**config.mk**
```make
export PLATFORM = sky130hd
export DESIGN_NAME = lab5_mcore_imul_arbiter_flat
export DESIGN_NICKNAME = d
export VERILOG_FILES = /design/src/rtl/lab5_mcore_imul_arbiter_if.sv /design/src/rtl/lab5_mcore_imul_arbiter.sv /design/src/flat_wrapper.sv
export SDC_FILE = /design/constraint.sdc
export NUM_CORES = 1
export LEC_CHECK = 0
export ABC_CLOCK_PERIOD_IN_PS = 3200
export BUFFER_PORTS_ARGS = -buffer_cell sky130_fd_sc_hd__buf_2
export CAP_MARGIN = 20
export CORE_AREA = 2 2 156 158
export DETAILED_ROUTE_END_ITERATION = 10
export DIE_AREA = 0 0 158 160
export GPL_TIMING_DRIVEN = 0
export SETUP_SLACK_MARGIN = 0.15
export SKIP_CTS_REPAIR_TIMING = 1
export SLEW_MARGIN = 20
export SYNTH_ARGS = -nofsm -noshare
export SYNTH_HDL_FRONTEND = slang
export SYNTH_SLANG_ARGS = --single-unit
```
**constraint.sdc**
```tcl
create_clock -name clk -period 3.2 [get_ports clk]
set_input_delay 0.64 -clock clk [delete_from_list [all_inputs] [get_ports clk]]
set_output_delay 0.64 -clock clk [all_outputs]
set_load 0.01 [all_outputs]
```
**src/rtl/lab5_mcore_imul_arbiter_if.sv**
```systemverilog
// Core-side and multiplier-side val/rdy channels of the shared imul arbiter.
// slave is the arbiter's view; master is the view of the cores plus the multiplier.
interface lab5_mcore_imul_arbiter_if #(
    parameter int p_num_reqs   = 4,
    parameter int p_req_nbits  = 64,
    parameter int p_resp_nbits = 32
);
    logic [p_num_reqs-1:0]             in_req_val;
    logic [p_num_reqs-1:0]             in_req_rdy;
    logic [p_num_reqs*p_req_nbits-1:0] in_req_msg;
    logic [p_num_reqs-1:0]             out_resp_val;
    logic [p_num_reqs-1:0]             out_resp_rdy;
    logic [p_resp_nbits-1:0]           out_resp_msg;
    logic                              unit_req_val;
    logic                              unit_req_rdy;
    logic [p_req_nbits-1:0]            unit_req_msg;
    logic                              unit_resp_val;
    logic                              unit_resp_rdy;
    logic [p_resp_nbits-1:0]           unit_resp_msg;

    modport slave (
        input  in_req_val, in_req_msg, out_resp_rdy,
        input  unit_req_rdy, unit_resp_val, unit_resp_msg,
        output in_req_rdy, out_resp_val, out_resp_msg,
        output unit_req_val, unit_req_msg, unit_resp_rdy
    );

    modport master (
        output in_req_val, in_req_msg, out_resp_rdy,
        output unit_req_rdy, unit_resp_val, unit_resp_msg,
        input  in_req_rdy, out_resp_val, out_resp_msg,
        input  unit_req_val, unit_req_msg, unit_resp_rdy
    );
endinterface

```
**src/rtl/lab5_mcore_imul_arbiter.sv**
```systemverilog
// Round-robin arbiter sharing one iterative multiplier among p_num_reqs cores, one op in flight.
// Define LAB5_MCORE_IMUL_ARB_STATS_EN to add saturating grant / wait-cycle counters.
module lab5_mcore_imul_arbiter #(
    parameter int p_num_reqs   = 4,
    parameter int p_req_nbits  = 64,
    parameter int p_resp_nbits = 32
) (
    input  logic clk,
    input  logic reset,
    lab5_mcore_imul_arbiter_if.slave bus
`ifdef LAB5_MCORE_IMUL_ARB_STATS_EN
    ,
    input  logic        stats_clear,
    output logic [31:0] stats_grants,
    output logic [31:0] stats_wait_cycles
`endif
);

    localparam int IDX_W  = $clog2(p_num_reqs);
    localparam int IDX_W1 = IDX_W + 1;
    localparam logic [IDX_W:0]   NUM  = IDX_W1'(p_num_reqs);
    localparam logic [IDX_W-1:0] LAST = IDX_W'(p_num_reqs - 1);

    typedef enum logic [1:0] {
        IDLE = 2'd0,
        HOLD = 2'd1,
        BUSY = 2'd2
    } state_t;

    state_t fsm, fsm_next;
    logic [IDX_W-1:0] owner, owner_next;
    logic [IDX_W-1:0] prio_ptr, prio_next;
    logic [IDX_W-1:0] winner;
    logic [IDX_W-1:0] sel;
    logic [IDX_W:0]   idx;
    logic             found;

    logic [p_num_reqs-1:0]   req_rdy;
    logic [p_num_reqs-1:0]   resp_val;
    logic [p_resp_nbits-1:0] resp_msg;
    logic                    ureq_val;
    logic [p_req_nbits-1:0]  ureq_msg;
    logic                    uresp_rdy;
    logic [p_req_nbits-1:0]  sel_msg;

    // Rotating-priority scan starting at prio_ptr, wrapping modulo p_num_reqs.
    always_comb begin
        winner = '0;
        found  = 1'b0;
        idx    = '0;
        for (int k = 0; k < p_num_reqs; k++) begin
            idx = {1'b0, prio_ptr} + IDX_W1'(k);
            if (idx >= NUM) begin
                idx = idx - NUM;
            end
            if (!found && bus.in_req_val[idx[IDX_W-1:0]]) begin
                found  = 1'b1;
                winner = idx[IDX_W-1:0];
            end
        end
    end

    // Once a request has stalled the grant is frozen so the offered message cannot change.
    assign sel     = (fsm == HOLD) ? owner : winner;
    assign sel_msg = bus.in_req_msg[int'(sel)*p_req_nbits +: p_req_nbits];

    always_comb begin
        fsm_next   = fsm;
        owner_next = owner;
        prio_next  = prio_ptr;
        req_rdy    = '0;
        resp_val   = '0;
        resp_msg   = '0;
        ureq_val   = 1'b0;
        ureq_msg   = '0;
        uresp_rdy  = 1'b0;
        case (fsm)
            IDLE: begin
                ureq_val = found;
                if (found) begin
                    ureq_msg        = sel_msg;
                    req_rdy[winner] = bus.unit_req_rdy;
                    owner_next      = winner;
                    fsm_next        = bus.unit_req_rdy ? BUSY : HOLD;
                end
            end
            HOLD: begin
                ureq_val       = bus.in_req_val[owner];
                ureq_msg       = sel_msg;
                req_rdy[owner] = bus.unit_req_rdy;
                if (!bus.in_req_val[owner]) begin
                    fsm_next = IDLE;
                end else if (bus.unit_req_rdy) begin
                    fsm_next = BUSY;
                end
            end
            BUSY: begin
                resp_val[owner] = bus.unit_resp_val;
                resp_msg        = bus.unit_resp_msg;
                uresp_rdy       = bus.out_resp_rdy[owner];
                if (bus.unit_resp_val && bus.out_resp_rdy[owner]) begin
                    prio_next = (owner == LAST) ? '0 : owner + 1'b1;
                    fsm_next  = IDLE;
                end
            end
            default: fsm_next = IDLE;
        endcase
    end

    always_ff @(posedge clk or negedge reset) begin
        if (!reset) begin
            fsm      <= IDLE;
            owner    <= '0;
            prio_ptr <= '0;
        end else begin
            fsm      <= fsm_next;
            owner    <= owner_next;
            prio_ptr <= prio_next;
        end
    end

    // The arbiter is silent while reset is held, whatever the inputs are doing.
    assign bus.in_req_rdy    = reset ? req_rdy   : '0;
    assign bus.out_resp_val  = reset ? resp_val  : '0;
    assign bus.out_resp_msg  = reset ? resp_msg  : '0;
    assign bus.unit_req_val  = reset ? ureq_val  : 1'b0;
    assign bus.unit_req_msg  = reset ? ureq_msg  : '0;
    assign bus.unit_resp_rdy = reset ? uresp_rdy : 1'b0;

`ifdef LAB5_MCORE_IMUL_ARB_STATS_EN
    logic req_fire;
    logic waiting;

    assign req_fire = ureq_val && bus.unit_req_rdy;
    assign waiting  = |(bus.in_req_val & ~req_rdy);

    always_ff @(posedge clk or negedge reset) begin
        if (!reset) begin
            stats_grants      <= '0;
            stats_wait_cycles <= '0;
        end else if (stats_clear) begin
            stats_grants      <= '0;
            stats_wait_cycles <= '0;
        end else begin
            if (req_fire && (stats_grants != 32'hFFFF_FFFF)) begin
                stats_grants <= stats_grants + 32'd1;
            end
            if (waiting && (stats_wait_cycles != 32'hFFFF_FFFF)) begin
                stats_wait_cycles <= stats_wait_cycles + 32'd1;
            end
        end
    end
`endif

endmodule

```
**src/flat_wrapper.sv**
```systemverilog
// flat-port wrapper written by rule: the top's interface ports become plain ports
module lab5_mcore_imul_arbiter_flat 
#(
    parameter int p_num_reqs   = 4,
    parameter int p_req_nbits  = 64,
    parameter int p_resp_nbits = 32
)
  (clk, reset, bus_in_req_val, bus_in_req_msg, bus_out_resp_rdy, bus_unit_req_rdy, bus_unit_resp_val, bus_unit_resp_msg, bus_in_req_rdy, bus_out_resp_val, bus_out_resp_msg, bus_unit_req_val, bus_unit_req_msg, bus_unit_resp_rdy);
  lab5_mcore_imul_arbiter_if #(.p_num_reqs(p_num_reqs), .p_req_nbits(p_req_nbits), .p_resp_nbits(p_resp_nbits)) bus_i ();
  input  logic clk;
  input  logic reset;
  input wire logic [$bits(bus_i.in_req_val)-1:0] bus_in_req_val;
  input wire logic [$bits(bus_i.in_req_msg)-1:0] bus_in_req_msg;
  input wire logic [$bits(bus_i.out_resp_rdy)-1:0] bus_out_resp_rdy;
  input wire logic [$bits(bus_i.unit_req_rdy)-1:0] bus_unit_req_rdy;
  input wire logic [$bits(bus_i.unit_resp_val)-1:0] bus_unit_resp_val;
  input wire logic [$bits(bus_i.unit_resp_msg)-1:0] bus_unit_resp_msg;
  output wire logic [$bits(bus_i.in_req_rdy)-1:0] bus_in_req_rdy;
  output wire logic [$bits(bus_i.out_resp_val)-1:0] bus_out_resp_val;
  output wire logic [$bits(bus_i.out_resp_msg)-1:0] bus_out_resp_msg;
  output wire logic [$bits(bus_i.unit_req_val)-1:0] bus_unit_req_val;
  output wire logic [$bits(bus_i.unit_req_msg)-1:0] bus_unit_req_msg;
  output wire logic [$bits(bus_i.unit_resp_rdy)-1:0] bus_unit_resp_rdy;
  assign bus_i.in_req_val = bus_in_req_val;
  assign bus_i.in_req_msg = bus_in_req_msg;
  assign bus_i.out_resp_rdy = bus_out_resp_rdy;
  assign bus_i.unit_req_rdy = bus_unit_req_rdy;
  assign bus_i.unit_resp_val = bus_unit_resp_val;
  assign bus_i.unit_resp_msg = bus_unit_resp_msg;
  assign bus_in_req_rdy = bus_i.in_req_rdy;
  assign bus_out_resp_val = bus_i.out_resp_val;
  assign bus_out_resp_msg = bus_i.out_resp_msg;
  assign bus_unit_req_val = bus_i.unit_req_val;
  assign bus_unit_req_msg = bus_i.unit_req_msg;
  assign bus_unit_resp_rdy = bus_i.unit_resp_rdy;
  lab5_mcore_imul_arbiter #(.p_num_reqs(p_num_reqs), .p_req_nbits(p_req_nbits), .p_resp_nbits(p_resp_nbits)) u_core (.clk(clk), .reset(reset), .bus(bus_i));
endmodule
```
**Yosys cells after proc, flatten, opt, wreduce, memory -nomap -nowiden**

Cells that the tools add are included.

- Add/subtract/negate cells: 8
- Magnitude comparators: 12
- Eq/ne operators: 6
- Shift operators: 1
- Multiplexer cells: 50
- Bitwise gates (word level): 3
- Reduce and logical (&&, ||, !) cells: 13

Operators with widths:

| cell | number |
|---|---|
| indexed part select 256 x 9 -> 64 bit | 1 |
| two-way mux 64 bit | 2 |
| case mux 64 bit (2 select lines) | 1 |
| two-way mux 32 bit | 2 |
| two-way mux 2 bit | 15 |
| less-than comparator 2 x 3 -> 1 bit, second input constant | 6 |
| two-way mux 4 bit | 4 |
| two-way mux 1 bit | 15 |
| AND 4 bit | 3 |
| binary-select mux 1 bit (select 2 bit) | 6 |
| >= comparator 3 bit, second input constant | 3 |
| case mux 4 bit (2 select lines) | 1 |
| subtractor 2 x 1 -> 2 bit, second input constant | 4 |
| adder 2 x 2 -> 3 bit, second input constant | 2 |
| logical AND 1 bit | 6 |
| case mux 2 bit (3 select lines) | 1 |
| demux 1 bit (select 2 bit) | 2 |
| equality test 2 bit, second input constant | 2 |
| >= comparator 2 x 1 -> 1 bit, second input constant | 2 |
| inequality test 2 x 1 -> 1 bit, second input constant | 2 |
| AND reduction 2 bit | 2 |
| adder 2 x 1 -> 3 bit, second input constant | 1 |
| >= comparator 2 x 3 -> 1 bit, second input constant | 1 |
| zero test 1 bit | 3 |
| 6 further kinds | 6 |

- Flip-flop bits (word level): 6
- Output and inout port bits: 106
- Logic and storage cells: 96

**Depth between registers and ports, before layout**

Gate-level depths: netlist of run 1.

- Depth after elaboration: 22
- Depth in mapped cells: 7

**Worst setup path after synthesis of run 1**

Ideal clock, no wire load.

- Path type: input to output
- Start point: input bus_in_req_val[0]
- End point: output bus_unit_req_msg[43]
- Arrival time: 2.033 ns
- Required time: 2.560 ns
- Slack: 0.527 ns
- Stages on the path: 7
- Path through: and2_4 and2_4 o41ai_4 buf_6 buf_8 mux2i_1 o22ai_2

- Word-level cells in the longest chain between the ends: 17
- Elaborated cells between the ends (all ways): 27

RTL lines:

| item | line | text |
|---|---|---|
| from (decl) | flat_wrapper.sv:12 | `input wire logic [$bits(bus_i.in_req_val)-1:0] bus_in_req_val;` |
| binary-select mux 1 bit (select 2 bit) | lab5_mcore_imul_arbiter.sv:56 | `if (!found && bus.in_req_val[idx[IDX_W-1:0]]) begin` |
| two-way mux 1 bit (not written as such) | lab5_mcore_imul_arbiter.sv:56 |  |
| two-way mux 1 bit | lab5_mcore_imul_arbiter.sv:56 |  |
| zero test 1 bit | lab5_mcore_imul_arbiter.sv:56 |  |
| logical AND 1 bit | lab5_mcore_imul_arbiter.sv:56 |  |
| two-way mux 1 bit | lab5_mcore_imul_arbiter.sv:56 |  |
| zero test 1 bit | lab5_mcore_imul_arbiter.sv:56 |  |
| logical AND 1 bit | lab5_mcore_imul_arbiter.sv:56 |  |
| two-way mux 1 bit | lab5_mcore_imul_arbiter.sv:56 |  |
| zero test 1 bit | lab5_mcore_imul_arbiter.sv:56 |  |
| logical AND 1 bit | lab5_mcore_imul_arbiter.sv:56 |  |
| two-way mux 2 bit | lab5_mcore_imul_arbiter.sv:56 |  |
| two-way mux 2 bit | lab5_mcore_imul_arbiter.sv:64 | `assign sel = (fsm == HOLD) ? owner : winner;` |
| indexed part select 256 x 9 -> 64 bit | lab5_mcore_imul_arbiter.sv:65 | `assign sel_msg = bus.in_req_msg[int'(sel)*p_req_nbits +: p_req_nbits];` |
| two-way mux 64 bit | lab5_mcore_imul_arbiter.sv:80 | `if (found) begin` |
| case mux 64 bit (2 select lines) * | lab5_mcore_imul_arbiter.sv:77 | `case (fsm)` |
| two-way mux 64 bit * | lab5_mcore_imul_arbiter.sv:127 | `assign bus.unit_req_msg = reset ? ureq_msg : '0;` |
| to (decl) | flat_wrapper.sv:22 | `output wire logic [$bits(bus_i.unit_req_msg)-1:0] bus_unit_req_msg;` |

Mark *: on every way between the ends. The rest lies on a longest branch, timed or not. The select of a mux whose other input is x is not followed.

**Worst setup path after layout of run 1**

- Start point: input bus_in_req_val[0]
- End point: output bus_unit_req_msg[59]

The elaborated chain is that of the path after synthesis.

==> impl_metrics.toml, run 1 <==
[setup_path]
crit_type = "input pin to output port"
startpoint = "bus_in_req_val[0]"
max_stage_delay_ps = 350
crit_required_ps = 2560
arrival_ps = 2400
crit_fanout = 10
endpoint = "bus_unit_req_msg[59]"
cp_cell_sequence = "buf_8 -> and2_4 -> and2_4 -> o41ai_4 -> buf_6 -> buf_12 -> buf_12 -> mux2i_2 -> o22ai_2 -> buf_2"
end_kind = "output port"
ff2ff_setup_slack_ps = 1500
slowest_stage = "o41ai_4"
regToRegEndpoint = "u_core.prio_ptr[1]"
start_kind = "input pin"
rr_worst_depth = 3
r2r-start = "u_core.owner[0]"

[global_routing]
gr-usage-met1_pct = 14.1
first_global_vias = 4209
grt_overflow = 0
grt_max_degree = 16
grtUsageTotal_pct = 11.4
antenna_found_initial = 0
busiest_layer = "met2"
grt_util_met3_pct = 1.09
grt_pass1_wl_mm = 22.4
grt_use_met2_pct = 21.1

[routing]
drc_errors = 0
routed_wl_mm = 18.3
vias = 4525
drt_pass1_iterations = 4
vias_per_cell = 4.16
drt-wirelength-per-cell_um = 16.8
postRouteAntennaNets = 0
first_iter_violations = 165

[floorplan]
die_x_um = 158
rows = 57
ioPinCount = 406
initial_core_util_pct = 13.6
dieArea_um2 = 25300
coreArea_um2 = 23800
dieHeight_um = 160

[timing]
rsz0062_at_grt = "yes"
fin_crit_ps = 3040
hold_viol_final = 0
fin_hold_ws_ps = 283
slew_headroom_pct = 66.3
fmax_ghz = 0.328
tightestPinTransition_ps = 501
tns_ps = 0
clock_skew_ps = 4.42
drv_slew = 0
finalCritPeriodShare_pct = 95.1
setup_viol = 0

[placed_design]
port-buffer-count = 404
post_dp_cell_area_um2 = 5670
dp_cells = 1062
place_hpwl_mm = 13.7
place.gp.congestion = 0.767

[clocking]
cts.sinks = 6
htree_levels = 1
clock_tree.root_cell = "clkbuf_16"
clk_latency_ps = 230
cts_buffers = 3
cts_tree = "done"
clkSlewWorstSetupHoldPaths_ps = 40
clock_path_buffers = 2

[final_layout]
drive_gt1_share_pct = 76.6
antennaDiodeCount = 0
syn_to_final_growth_pct = 108
stdcell_area_um2 = 6750
fin_cells = 1088
nets = 1070

[synthesis]
ys_types = 38
async_flop_share_pct = 100
synth_edf_count = 0
synth_top_cell_by_area = "mux2i_1"
netlist.area_leader.share_pct = 39.8
synth_warnings = 0
syn_inst = 334
yosys_most_used_dff = "dfrtp_1"
ys_ff_latch = 6
yosys-top-cells-count = "129 x mux2i_1, 60 x o22ai_2, 37 x and3_1"
synth.avg_cell_area_um2 = 9.72
yosysMostFrequentCell = "mux2i_1"
synthTopCellsByArea = "mux2i_1 40%, o22ai_2 23%, and3_1 7.1%"
netlist_area_um2 = 3250
yosysSeqAreaShare_pct = 4.63
synth_fp_nets = 638

[worst_hold_path]
hold_path.class = "input pin to async pin"

[pwr]
p_leak_uw = 0.00345
power.density_nw_per_um2 = 724
p_total_uw = 4890
ir_drop_v = 0.000267

[flow_run]
cap_viol_max_count = 0

[outcome]
outcome = "finished, final reports clean"
[power by group]
part | total (uW) | internal [uW] | switching, uW
sequential | 178 | 112 | 66.7
clock | 205 | 161 | 44.8
combinational | 4500 | 2450 | 2050
[per-layer routing]
layer	wire [um]	part of all wire [%]
met1	7660	42
met2	9090	50
met3	1260	6.9
met4	302	1.6
met5	0	0
[per-stage QoR]
stage          setup WS (ps)  utilization [%]
2_1_floorplan            527                -
3_3_place_gp            -120             23.8
3_5_place_dp            -144             23.8
4_1_cts                 -154             24.1
5_1_grt                 95.3             28.3
6_report                 156             28.3
[layout make-up]
| type | count | area (um2) |
|---|---|---|
| Clock buffer | 3 | 75.1 |
| Buffer | 36 | 430 |
| Multi-Input combinational cell | 288 | 3190 |
| Timing Repair Buffer | 427 | 2480 |
| Fill cell | 2610 | 17100 |
| Tap cell | 324 | 405 |
| Sequential cell | 6 | 151 |
| Inverter | 4 | 15.0 |
[state kept, by name, summed over array words and instances (netlist names)]
register,cells
u_core.fsm,2
u_core.owner,2
u_core.prio_ptr,2
[worst min-delay path by stage]
stage	slack [ps]	cells past startpoint	to
after floorplan	340	0	u_core.fsm[0]
after global placement	530	1	u_core.prio_ptr[1]
after detailed placement	540	1	u_core.prio_ptr[1]
after CTS	290	1	u_core.prio_ptr[1]
after global routing	300	1	u_core.prio_ptr[1]
final	280	1	u_core.owner[0]
[layout by cell type, fill, tap and decap left out, drive strengths merged, types with 2 or more instances in the layout]
cell	count
nand2	6
inv	4
o22ai	64
and2	5
ha	4
clkbuf	25
dfrtp	6
mux2i	129
buf	441
o21ai	2
nor2b	5
or2	2
o21bai	2
nand2b	3
nand4b	2
a21oi	7
nand3	5
mux4	2
and3	37
nor2	3
[critical path: cells and delay by family]
kind,cells,cell delay [ps]
compound gates,2,480
buf+inv,5,750
mux,1,220
simple gates,2,290
[logic make-up (layout without fill, tap and decap cells)]
logic type / Yosys count / after routing / synth area share, %
muxes: 132 / 132 / 41.5
AOI/OAI and AO/OA: 80 / 80 / 27.8
DFF: 6 / 6 / 4.63
adders and majority gates: 4 / 4 / 1.54
buffers and inverters: 40 / 470 / 11.1
and+or+nand+nor: 72 / 72 / 13.4
No activity file was read; power rests on OpenSTA's default activity.
==> run 2: changes to the inputs <==
--- a/config.mk
+++ b/config.mk
@@ -8,9 +8,9 @@
 export ABC_CLOCK_PERIOD_IN_PS = 3200
 export BUFFER_PORTS_ARGS = -buffer_cell sky130_fd_sc_hd__buf_2
 export CAP_MARGIN = 20
-export CORE_AREA = 2 2 156 158
+export CORE_AREA = 5 5 154 156
 export DETAILED_ROUTE_END_ITERATION = 10
-export DIE_AREA = 0 0 158 160
+export DIE_AREA = 0 0 159 161
 export GPL_TIMING_DRIVEN = 0
 export SETUP_SLACK_MARGIN = 0.15
 export SKIP_CTS_REPAIR_TIMING = 1
==> run 2 against run 1 <==
  * Critical path depth unchanged
  * Core utilization down 0.72 points
  * Design area down 9.1%
  * Non-clock buffer count down 13
  * Via count down 2.4%
  * Sequential power about the same
  * Fmax up 0.92%
  * Final cell count down 4.8%
  * Critical path type unchanged
==> impl_metrics.toml, run 2 (synthesized netlist as in run 1, its figures left out) <==
[timing]
rsz0062_at_grt = "yes"
drv_slew = 0
fin_crit_ps = 3020
fin_hold_ws_ps = 281
setup_viol = 0
finalCritPeriodShare_pct = 94.3
tightestPinTransition_ps = 575
slew_headroom_pct = 61.4
setup_slack_ps = 184
hold_viol_final = 0
fmax_ghz = 0.332
clock_skew_ps = 3.06

[setup_path]
end_kind = "output port"
crit_type = "input pin to output port"
ff2ff_setup_slack_ps = 1390
crit_fanout = 8
arrival_ps = 2380
rr_worst_depth = 3
start_kind = "input pin"
crit_required_ps = 2560

[final_layout]
layout_common_cells = "402 x buf_2, 103 x mux2i_1, 60 x o22ai_2"
syn_to_final_growth_pct = 89.1
final_util_pct = 27.6
nets = 1057
layout_commonest_cell = "buf_2"
antennaDiodeCount = 0
drive_gt1_share_pct = 72.3
top_regs = "u_core.fsm x2, u_core.owner x2, u_core.prio_ptr x2"

[pwr]
switchingPower_uw = 1980
ir_drop_v = 0.000238
p_int_uw = 2230
power_frac_seq_pct = 4.3
power.density_nw_per_um2 = 685
power_switching_share_pct = 47.0
combPwrFrac_pct = 90.8
clkPwrFrac_pct = 4.9
p_leak_uw = 0.00332

[placed_design]
post-place-ws_ps = -55.2
place_hpwl_mm = 15.8
port-buffer-count = 404
place.gp.congestion = 0.865

[routing]
drt-wirelength-per-cell_um = 18.4
first_iter_violations = 155
drt_pass1_iterations = 4
drc_errors = 0
vias = 4415
vias_per_cell = 4.26
routed_wl_mm = 19.1
postRouteAntennaNets = 0

[outcome]
outcome = "finished, final reports clean"

[flow_run]
cap_viol_max_count = 0

[global_routing]
antenna_found_initial = 2
grtUsageTotal_pct = 13.0
grt_pass1_wl_mm = 27.1
grt_max_degree = 16
grt_overflow = 0
first_global_vias = 4651

[floorplan]
coreArea_um2 = 22200
dieArea_um2 = 25600
die_x_um = 159
ioPinCount = 406
initial_core_util_pct = 14.6
rows = 55
dieHeight_um = 161

[worst_hold_path]
hold_path.class = "input pin to async pin"

[clocking]
cts_buffers = 3
cts.sinks = 6
htree_levels = 1
clk_latency_ps = 230
clock_path_buffers = 2
clock_tree.root_cell = "clkbuf_16"
clkSlewWorstSetupHoldPaths_ps = 30
cts_tree = "done"
## run 2: changes by cell type in the layout (fill, tap and decap cells not counted)
cell	delta
buf_12	-2
buf_2	+2
buf_4	-7
buf_6	+1
buf_8	-2
clkbuf_16	-9
clkbuf_4	+4
mux2i_1	+29
mux2i_2	-11
mux2i_4	-18
## run 2: per-layer routing
layer / up-vias / global-route usage (%) / routed length, um
li1: 2153 / - / -
met1: 1977 / 15.2 / 7330
met2: 264 / 24.2 / 9830
met3: 19 / 3.83 / 1690
met4: 2 / 1.59 / 213
met5: - / 0 / 13
## run 2: cell type report
cell class / instances / area [um2]
Sequential cell: 6 / 151
Inverter: 4 / 15.0
Buffer: 36 / 429
Tap cell: 285 / 357
Timing Repair Buffer: 414 / 2190
Multi-Input combinational cell: 288 / 2920
Fill cell: 2394 / 16100
Clock buffer: 3 / 75.1
## run 2: worst max-delay path, cell delays in order
cell	delay [ps]
buf_8	110
mux2i_2	160
nor2_2	80
o41ai_4	340
buf_6	170
buf_12	180
buf_16	160
mux2i_4	270
o22ai_2	110
buf_2	140
## run 2: power groups by stage
stage / clock network [uW] / registers [uW] / logic, uW
floorplan: 0 / 151 / 2340
global placement: 0 / 176 / 3340
detailed placement: 0 / 178 / 3370
CTS: 208 / 178 / 3380
global route: 213 / 188 / 4080
finish: 205 / 180 / 3820
## run 2: metrics by stage
stage / TNS [ps] / instance area [um2] / total power (uW) / cells
2_1_floorplan: 0 / 3250 / 2490 / 334
3_3_place_gp: -43.2 / 5620 / 3510 / 1023
3_5_place_dp: -403 / 5620 / 3540 / 1023
4_1_cts: -521 / 5700 / 3760 / 1026
5_1_grt: 0 / 6140 / 4480 / 1036
6_report: 0 / 6140 / 4200 / 1036
## run 2: worst paths after layout
check	start	end
setup / recovery	bus_in_req_val[2]	bus_unit_req_msg[57]
hold / removal	reset	u_core.fsm[1]
setup reg to reg	u_core.owner[0]	u_core.prio_ptr[1]
hold reg to reg	u_core.prio_ptr[1]	u_core.prio_ptr[1]
max in group asynchronous	reset	u_core.prio_ptr[1]
min in group clk	u_core.prio_ptr[1]	u_core.prio_ptr[1]
==> run 3: changes to the inputs <==
--- a/config.mk
+++ b/config.mk
@@ -5,12 +5,13 @@
 export SDC_FILE = /design/constraint.sdc
 export NUM_CORES = 1
 export LEC_CHECK = 0
+export ABC_AREA = 1
 export ABC_CLOCK_PERIOD_IN_PS = 3200
 export BUFFER_PORTS_ARGS = -buffer_cell sky130_fd_sc_hd__buf_2
 export CAP_MARGIN = 20
-export CORE_AREA = 5 5 154 156
+export CORE_AREA = 5 5 156 158
 export DETAILED_ROUTE_END_ITERATION = 10
-export DIE_AREA = 0 0 159 161
+export DIE_AREA = 0 0 161 163
 export GPL_TIMING_DRIVEN = 0
 export SETUP_SLACK_MARGIN = 0.15
 export SKIP_CTS_REPAIR_TIMING = 1
==> run 3 against run 2 <==
  * The flow now finishes with violations (setup timing)
  * Count of clock-buffer cells in the layout did not move
  * Final cell count rose by 46%
  * Die area rose by 2.5%
  * Largest power group unchanged
==> impl_metrics.toml, run 3 <==
[outcome]
outcome = "finished with violations"
violations = "setup timing"

[pwr]
power.density_nw_per_um2 = 1790
switchingPower_uw = 7540
ir_drop_v = 0.000541
p_leak_uw = 0.00422
combPwrFrac_pct = 97.1
power_frac_seq_pct = 1.4
p_int_uw = 5630
power_switching_share_pct = 57.3
clkPwrFrac_pct = 1.5
p_total_uw = 13200

[synthesis]
yosysMostFrequentCell = "nand2_1"
netlist.area_leader.share_pct = 35.4
yosys_most_used_dff = "dfrtp_1"
synth_warnings = 0
synth_fp_nets = 1096
synth.avg_cell_area_um2 = 4.70
yosys-top-cells-count = "281 x nand2_1, 263 x nand3_1, 113 x nor2_1"
synth_edf_count = 0
async_flop_share_pct = 100
ys_types = 27
ys_ff_latch = 6
netlist_area_um2 = 3720
synth_top_cell_by_area = "nand3_1"
yosysSeqAreaShare_pct = 4.04
synthTopCellsByArea = "nand3_1 35%, nand2_1 28%, nor2_1 11%"
syn_inst = 792

[timing]
setup_viol = 2
hold_viol_final = 0
rsz0062_at_grt = "yes"
fmax_ghz = 0.309
fin_hold_ws_ps = 237
finalCritPeriodShare_pct = 101
fin_crit_ps = 3240
setup_slack_ps = -37.7
slew_headroom_pct = 65.6
tightestPinTransition_ps = 517
drv_slew = 0
clock_skew_ps = 1.83

[final_layout]
fin_cells = 1514
layout_common_cells = "406 x buf_2, 224 x nand3_1, 222 x nand2_1"
multi_input_area_um2 = 3570
top_regs = "u_core.fsm x2, u_core.owner x2, u_core.prio_ptr x2"
final_util_pct = 32.0
fill_cells = 2609
layout_commonest_cell = "buf_2"
drive_gt1_share_pct = 49.5
seq_area_um2 = 151
antennaDiodeCount = 0
syn_to_final_growth_pct = 98.0
nets = 1530

[routing]
routed_wl_mm = 27.0
vias_per_cell = 4.78
drc_errors = 0
first_iter_violations = 665
drt-wirelength-per-cell_um = 17.8
postRouteAntennaNets = 0
drt_pass1_iterations = 5
vias = 7236

[clocking]
htree_levels = 1
cts.sinks = 6
cts_tree = "done"
clk_latency_ps = 230
clock_tree.root_cell = "clkbuf_16"
clkSlewWorstSetupHoldPaths_ps = 30
cts_buffers = 3
clock_path_buffers = 2

[floorplan]
ioPinCount = 406
coreArea_um2 = 23000
dieArea_um2 = 26200
initial_core_util_pct = 16.2
dieHeight_um = 163
rows = 56
die_x_um = 161

[setup_path]
arrival_ps = 2600
r2r-start = "u_core.prio_ptr[0]"
crit_fanout = 10
startpoint = "u_core.prio_ptr[0]"
max_stage_delay_ps = 410
slowest_stage = "dfrtp_1"
crit_required_ps = 2560
path_common_cell = "nand3_1"
end_kind = "output port"
start_kind = "flop"
cp_cell_sequence = "buf_6 -> buf_6 -> nand2_2 -> nand2_1 -> o21ai_1 -> nand3_2 -> nand3_1 -> nand3_1 -> nand2_4 -> buf_2 -> nand3_1 -> nand2_1 -> nor2_2 -> buf_2"
crit_type = "flop to output port"

[placed_design]
place.gp.congestion = 0.964
place_hpwl_mm = 20.6
port-buffer-count = 405
dp_cells = 1487

[worst_hold_path]
hold_path.class = "input pin to async pin"

[global_routing]
first_global_vias = 6787
grtUsageTotal_pct = 17.2
grt_max_degree = 11
antenna_found_initial = 0
grt_pass1_wl_mm = 36.2
grt_overflow = 0

[flow_run]
cap_viol_max_count = 0
-- run 3: cell count changes in the layout (fill, tap and decap cells not counted), sizes merged, moves of 20 or more --
cell,delta
clkbuf,+20
nor2,+111
nand2,+278
nand3,+260
and3,-37
buf,+28
o22ai,-63
mux2i,-129
-- run 3: metal layers --
layer	vias to the layer above	global-route usage [%]	part of all wire (%)
met2	452	30.8	48
met4	0	4.77	3.5
met3	59	3.09	8.1
li1	3463	-	-
met5	-	0	0
met1	3262	21.2	40
-- run 3: per-stage QoR --
| step | cell area (um2) | setup TNS, ps | worst slack (ps) |
|---|---|---|---|
| after floorplan | 3720 | 0 | 554 |
| after global placement | 6110 | -19310 | -680 |
| after detailed placement | 6110 | -22590 | -751 |
| after CTS | 6180 | -22890 | -756 |
| after global routing | 7360 | -7810 | -198 |
| final | 7360 | -54.1 | -37.7 |
-- run 3: final timing paths --
path	to	slack, ps	cells after the start
worst max-delay path	bus_unit_req_msg[38]	-40	14
worst min-delay path	u_core.owner[0]	240	1
worst max register to register	u_core.fsm[1]	1220	11
worst min register to register	u_core.fsm[0]	670	3
max in group asynchronous	u_core.prio_ptr[1]	2800	1
min in group clk	u_core.fsm[0]	640	2
-- run 3: power by group through the flow --
stage	clock, uW	combinational [uW]	sequential, uW
4_1_cts	201	9330	169
3_5_place_dp	0	9290	170
2_1_floorplan	0	6120	155
3_3_place_gp	0	9240	169
5_1_grt	207	13900	185
6_report	200	12800	183
-- run 3: cell families (layout without fill, tap and decap cells) --
| group | Yosys count | after routing | share of synthesized area (%) |
|---|---|---|---|
| AOI/OAI and AO/OA | 22 | 22 | 3.36 |
| and+or+nand+nor | 668 | 668 | 77.4 |
| adders and majority gates | 4 | 4 | 1.35 |
| DFF | 6 | 6 | 4.04 |
| buffers and inverters | 92 | 524 | 13.8 |
-- run 3: area by class of cell --
cell class	count	share of cell area, %
sequential	6	2.06
timing repair buffer	429	33.5
tap	290	4.93
multi-input combinational	694	48.6
buffer	69	8.77
clock buffer	3	1.02
inverter	23	1.21
-- run 3: worst max-delay path: cells and delay by family (launching register included) --
kind                   cells  cell delay, ps
AND/OR/NAND/NOR            9            1050
buffers and inverters      4             700
flip-flops                 1             410
AO/OA/AOI/OAI              1             180
